==> config.mk <==
export PLATFORM = sky130hd
export DESIGN_NAME = accel_avalon_loader
export DESIGN_NICKNAME = d
export VERILOG_FILES = /design/src/rtl/accel_avalon_loader.sv
export SDC_FILE = /design/constraint.sdc
export NUM_CORES = 1
export LEC_CHECK = 0
export ABC_AREA = 1
export BUFFER_PORTS_ARGS = -buffer_cell sky130_fd_sc_hd__buf_2
export CORE_ASPECT_RATIO = 1.5
export CORE_MARGIN = 1
export CORE_UTILIZATION = 54
export CTS_CLUSTER_SIZE = 24
export DETAILED_ROUTE_END_ITERATION = 10
export MAX_ROUTING_LAYER = met4
export PLACE_DENSITY_LB_ADDON = 0.15
export REMOVE_ABC_BUFFERS = 1
export SLEW_MARGIN = 10
export SYNTH_ARGS = -nofsm -noshare
export SYNTH_HDL_FRONTEND = slang
export SYNTH_SLANG_ARGS = --single-unit
==> constraint.sdc <==
create_clock -name clk -period 2.9 [get_ports clk]
set_clock_uncertainty 0.15 [all_clocks]
set_input_delay 0.145 -clock clk [delete_from_list [all_inputs] [get_ports clk]]
set_output_delay 0.145 -clock clk [all_outputs]
set_load 0.005 [all_outputs]
==> src/rtl/accel_avalon_loader.sv <==
// accel_avalon_loader: Avalon-MM master that runs a soft-reset / coeff load / pixel load / result readback job per start pulse
module accel_avalon_loader #(
  parameter int AddressWidth    = 10,
  parameter int DataWidth       = 32,
  parameter int AddrRoutingBits = 2,
  parameter int CountWidth      = 16,
  parameter int ReadLatency     = 1
) (
  input  logic                    clk,
  input  logic                    reset,
  input  logic                    Start,
  input  logic [CountWidth-1:0]   CoeffCount,
  input  logic [CountWidth-1:0]   PixelCount,
  input  logic [CountWidth-1:0]   ResultCount,
  output logic                    Busy,
  output logic                    Done,
  input  logic                    InValid,
  output logic                    InReady,
  input  logic [DataWidth-1:0]    InData,
  output logic                    ResValid,
  input  logic                    ResReady,
  output logic [DataWidth-1:0]    ResData,
  output logic [AddressWidth-1:0] AvmAddress,
  output logic                    AvmWrite,
  output logic                    AvmRead,
  output logic [DataWidth-1:0]    AvmWriteData,
  input  logic [DataWidth-1:0]    AvmReadData,
  input  logic                    AvmWaitRequest
);
  typedef enum logic [2:0] {IDLE, CMD_RST, LD_COEFF, LD_PIXEL, RD_RES, FIN} state_e;
  localparam int SubW = AddressWidth - AddrRoutingBits;
  localparam int LatW = $clog2(ReadLatency + 1);
  localparam logic [AddrRoutingBits-1:0] RegCoeff  = AddrRoutingBits'(1);
  localparam logic [AddrRoutingBits-1:0] RegData   = AddrRoutingBits'(2);
  localparam logic [AddrRoutingBits-1:0] RegResult = AddrRoutingBits'(3);
  state_e                  state_q, state_d;
  logic [CountWidth-1:0]   coeff_n_q, coeff_n_d, pix_n_q, pix_n_d, res_n_q, res_n_d;
  logic [CountWidth-1:0]   wr_idx_q, wr_idx_d, rd_idx_q, rd_idx_d;
  logic [LatW-1:0]         lat_q, lat_d;
  logic                    avm_write_q, avm_write_d, avm_read_q, avm_read_d;
  logic [AddressWidth-1:0] addr_q, addr_d;
  logic [DataWidth-1:0]    wdata_q, wdata_d, res_data_q, res_data_d;
  logic                    res_valid_q, res_valid_d;
  logic                    wr_left, wr_acc, in_ready, in_fire, res_fire, rd_acc, rd_busy, rd_issue, capture;
  state_e                  after_cmd, after_coeff, after_pix;
  // Handshake qualifiers shared by the write and read phases
  always_comb begin
    wr_left     = wr_idx_q != (state_q == LD_COEFF ? coeff_n_q : pix_n_q);
    wr_acc      = avm_write_q & ~AvmWaitRequest;
    in_ready    = (state_q == LD_COEFF || state_q == LD_PIXEL) & wr_left & (~avm_write_q | ~AvmWaitRequest);
    in_fire     = InValid & in_ready;
    res_fire    = res_valid_q & ResReady;
    rd_acc      = avm_read_q & ~AvmWaitRequest;
    rd_busy     = avm_read_q | (lat_q != '0);
    rd_issue    = (state_q == RD_RES) & ~rd_busy & (rd_idx_q != res_n_q) & (~res_valid_q | ResReady);
    capture     = lat_q == LatW'(1);
    after_pix   = res_n_q != '0 ? RD_RES : FIN;
    after_coeff = pix_n_q != '0 ? LD_PIXEL : after_pix;
    after_cmd   = coeff_n_q != '0 ? LD_COEFF : after_coeff;
  end
  // Next-state logic: phase sequencing, request generation and result capture
  always_comb begin
    state_d     = state_q;
    coeff_n_d   = coeff_n_q;
    pix_n_d     = pix_n_q;
    res_n_d     = res_n_q;
    wr_idx_d    = in_fire ? wr_idx_q + 1'b1 : wr_idx_q;
    rd_idx_d    = rd_issue ? rd_idx_q + 1'b1 : rd_idx_q;
    lat_d       = rd_acc ? LatW'(ReadLatency) : lat_q != '0 ? lat_q - 1'b1 : lat_q;
    avm_write_d = in_fire ? 1'b1 : wr_acc ? 1'b0 : avm_write_q;
    avm_read_d  = rd_issue ? 1'b1 : rd_acc ? 1'b0 : avm_read_q;
    wdata_d     = in_fire ? InData : wdata_q;
    addr_d      = in_fire ? (state_q == LD_COEFF ? {RegCoeff, wr_idx_q[SubW-1:0]} : {RegData, {SubW{1'b0}}})
                : rd_issue ? {RegResult, rd_idx_q[SubW-1:0]} : addr_q;
    res_valid_d = capture ? 1'b1 : res_fire ? 1'b0 : res_valid_q;
    res_data_d  = capture ? AvmReadData : res_data_q;
    case (state_q)
      IDLE: if (Start) begin
        state_d     = CMD_RST;
        coeff_n_d   = CoeffCount;
        pix_n_d     = PixelCount;
        res_n_d     = ResultCount;
        wr_idx_d    = '0;
        rd_idx_d    = '0;
        avm_write_d = 1'b1;
        addr_d      = '0;
        wdata_d     = '0;
      end
      CMD_RST:  state_d = wr_acc ? after_cmd : state_q;
      LD_COEFF: if (wr_acc && !wr_left) begin
        state_d  = after_coeff;
        wr_idx_d = '0;
      end
      LD_PIXEL: if (wr_acc && !wr_left) begin
        state_d  = after_pix;
        wr_idx_d = '0;
      end
      RD_RES:   state_d = (res_fire && rd_idx_q == res_n_q && !rd_busy) ? FIN : state_q;
      FIN:      state_d = IDLE;
      default:  state_d = IDLE;
    endcase
  end
  // State and datapath registers; reset aborts any in-flight request immediately
  always_ff @(posedge clk or negedge reset) begin
    if (!reset) begin
      state_q     <= IDLE;
      coeff_n_q   <= '0;
      pix_n_q     <= '0;
      res_n_q     <= '0;
      wr_idx_q    <= '0;
      rd_idx_q    <= '0;
      lat_q       <= '0;
      avm_write_q <= 1'b0;
      avm_read_q  <= 1'b0;
      addr_q      <= '0;
      wdata_q     <= '0;
      res_valid_q <= 1'b0;
      res_data_q  <= '0;
    end else begin
      state_q     <= state_d;
      coeff_n_q   <= coeff_n_d;
      pix_n_q     <= pix_n_d;
      res_n_q     <= res_n_d;
      wr_idx_q    <= wr_idx_d;
      rd_idx_q    <= rd_idx_d;
      lat_q       <= lat_d;
      avm_write_q <= avm_write_d;
      avm_read_q  <= avm_read_d;
      addr_q      <= addr_d;
      wdata_q     <= wdata_d;
      res_valid_q <= res_valid_d;
      res_data_q  <= res_data_d;
    end
  end
  assign Busy         = state_q inside {CMD_RST, LD_COEFF, LD_PIXEL, RD_RES};
  assign Done         = state_q == FIN;
  assign InReady      = in_ready;
  assign ResValid     = res_valid_q;
  assign ResData      = res_data_q;
  assign AvmAddress   = addr_q;
  assign AvmWrite     = avm_write_q;
  assign AvmRead      = avm_read_q;
  assign AvmWriteData = wdata_q;
endmodule

==> flow_summary.yaml <==
setup_path:
  crit_end: "InReady"
  r2r-start: "state_q[2]"
  cp.arrival_ps: 2350
  rrSetupSlack_ps: 340
  worstSetupPathType: "flip-flop to output port"
  regToRegEndpoint: "wr_idx_q[9]"
  crit_start: "state_q[2]"
  ff2ff_path_depth: 15
  worstPathRequired_ps: 2610
  worstSetupEndpointType: "output port"
  critical_path.max_fanout: 32
  start_kind: "flip-flop"
clocking:
  cts_resized: 0
  cts-root-buf: "clkbuf_16"
  numCtsBuffers: 17
  cts_setup_buffers: 0
  clkSlewWorstSetupHoldPaths_ps: 70
  cts_tree: "yes"
  cts_max_level: 4
  clockBufferDepth: 2
  insertion_delay_ps: 430
  clock_sinks: 161
  cts_hold_buf: 116
timing:
  period_needed_ps: 2646
  slew-limit-headroom_pct: 52.97
  hold_ws_ps: 131.5
  hold_viol: 0
  max_freq_ghz: 0.3779
  setup_viol: 0
  drv_slew: 0
  min_period_over_period_pct: 91.24
  rsz0062_at_grt: "no"
  tightest_slew_ps: 705.5
detailed_routing:
  drt_pass1_iterations: 5
  wirelength_um: 23490
  avgViaCountPerCell: 5.083
  detail_route.iter0.violations: 480
  drcViolationCount: 0
  wl_per_cell_um: 14.05
  num_vias: 8499
  detail-route-antenna-nets: 0
final_layout:
  drive_gt1_share_pct: 17.79
  syn2layout_area_growth_pct: 35.67
  layout.nets: 1580
  final_util_pct: 75.44
  diodes: 0
  nFillCells: 1154
logic_synthesis:
  synth-seq-cells: 161
  syn_area_sq_um: 8418
  syn-mean-instance-area_sq_um: 7.226
  ys_types: 29
  ys_seq_area_share_pct: 47.86
  ys_warn_count: 0
  synth_cells: 1165
pwr:
  combPwrFrac_pct: 32.6
  ir_worst_vdd_v: 0.0004229
  cellPowerDensity_nw_per_um2: 771.9
  p_clk_share_pct: 27.1
  p_sw_share_pct: 36.62
  leakage_uw: 0.006221
  power.switching_uw: 3229
  p_int_uw: 5587
  seqPwrFrac_pct: 40.2
grt:
  grt_usage_pct: 31.56
  grt_max_degree: 77
  grt_pass1_wl_um: 39140
  grt.overflow.total: 0
  antenna_found_initial: 0
  grt_pass1_vias: 8503
floorplan:
  core_sq_um: 15140
  die_h_um: 154.9
  initial_core_util_pct: 55.60
  placementRows: 55
  die-area_sq_um: 16100
  pin_count: 198
  die_x_um: 103.9
place:
  port_buffers: 197
  gp_congestion: 0.8989
  place_hpwl_um: 15160
flow_run:
  max_cap_viol_count: 0
hold_path:
  hold_class: "input pin to flip-flop"
  hold_path_startpoint: "InValid"
run_status:
  status: "complete, no violations"
==> critical path, cell delays in order (launching register included) <==
cell and delay (ps):
dfrtp_1 400, inv_2 120, nand2_2 120, nor2_4 120
buf_12 190, nand2_1 90, nand2_1 60, nand2_1 40
nand2_1 60, nor2_1 40, nand2_1 90, nor2_2 60
a21boi_0 330, buf_2 190
==> Yosys cell counts (all sizes together) <==
library cell	n	area, sq um
a21oi	16	80.08
o211ai	1	7.510
nor3	6	30.03
o21ai	55	275.3
nand2b	1	6.260
nor2	136	533.0
nand4	48	300.3
clkinv	3	11.26
o31ai	2	15.01
a21boi	1	7.510
nand3	42	220.2
clkbuf	37	138.9
nand3b	1	7.510
xnor2	9	78.83
buf	20	127.6
xor2	28	245.2
dfrtp	161	4029
nor4	15	93.84
inv	130	488.0
ha	2	25.02
nand2	451	1698
==> area by class of cell <==
| type | instances | area (sq um) | share of cell area (%) |
|---|---|---|---|
| Inverter | 133 | 499.2 | 4.371 |
| Timing Repair Buffer | 333 | 2379 | 20.83 |
| Clock buffer | 18 | 439.2 | 3.845 |
| Sequential cell | 161 | 4029 | 35.28 |
| Multi-Input combinational cell | 814 | 3635 | 31.83 |
| Clock inverter | 14 | 191.4 | 1.676 |
| Tap cell | 199 | 249.0 | 2.180 |
==> power groups by stage <==
stage / clock, uW / combinational (uW) / sequential (uW)
finish: 2390 / 2880 / 3550
global route: 2530 / 3330 / 3630
CTS: 2430 / 2870 / 3530
detailed placement: 0 / 2720 / 3550
global placement: 0 / 2650 / 3540
floorplan: 0 / 1860 / 3420
==> flip-flops by register name, summed over array words and instances (netlist names) <==
signal,cells
rd_idx_q,16
AvmWriteData,32
pix_n_q,16
ResValid,1
state_q,3
coeff_n_q,16
ResData,32
res_n_q,16
AvmWrite,1
AvmRead,1
AvmAddress,10
wr_idx_q,16
capture,1
==> metal layers <==
metal	routed length, um	track usage [%]	vias up
li1	-	-	4199
met1	8832	32.82	3922
met2	12540	56.10	290
met3	987	5.739	88
met4	1133	17.82	0
met5	0	-	-
==> cell families (layout without fill, tap and decap cells) <==
kind of cell / count (synthesis) / count (layout) / synth area share (%)
AO/OA/AOI/OAI: 75 / 75 / 4.578
XOR/XNOR: 37 / 37 / 3.850
buffers and inverters: 190 / 498 / 9.096
flip-flops: 161 / 161 / 47.86
adder cells (fa/ha/maj): 2 / 2 / 0.2972
AND/OR/NAND/NOR: 700 / 700 / 34.32
==> worst min-delay path by stage <==
| stage | endpoint | slack (ps) | cells past startpoint |
|---|---|---|---|
| detailed placement | res_n_q[12] | 60 | 1 |
| CTS | AvmAddress[0] | 100 | 3 |
| global route | AvmAddress[0] | 130 | 3 |
| finish | AvmAddress[0] | 130 | 3 |
| global placement | res_n_q[13] | 60 | 1 |
| floorplan | AvmAddress[0] | -300 | 0 |
==> cells in the final DEF (no fill, tap or decap), drive strengths merged, types with 2 or more instances in the layout <==
master / synthesis / final
o21ai: 55 / 55
xnor2: 9 / 9
bufinv: 0 / 3
nor3: 6 / 6
dfrtp: 161 / 161
o31ai: 2 / 2
nor2: 136 / 136
clkinvlp: 0 / 2
xor2: 28 / 28
clkbuf: 37 / 18
buf: 20 / 217
ha: 2 / 2
nand4: 48 / 48
inv: 130 / 138
nand3: 42 / 42
dlygate4sd3: 0 / 116
nor4: 15 / 15
nand2: 451 / 451
a21oi: 16 / 16
clkinv: 3 / 4
==> per-stage QoR <==
step	total power [uW]	std cells	cell area, sq um	setup slack, ps	setup TNS, ps
after floorplan	5287	1108	8152	-805.0	-73650
after global placement	6188	1524	9629	436.2	0
after detailed placement	6279	1524	9629	353.8	0
after CTS	8826	1672	11420	255.9	0
after global routing	9491	1672	11420	87.34	0
final	8816	1672	11420	254.0	0
(Power assumes the default switching activity.)
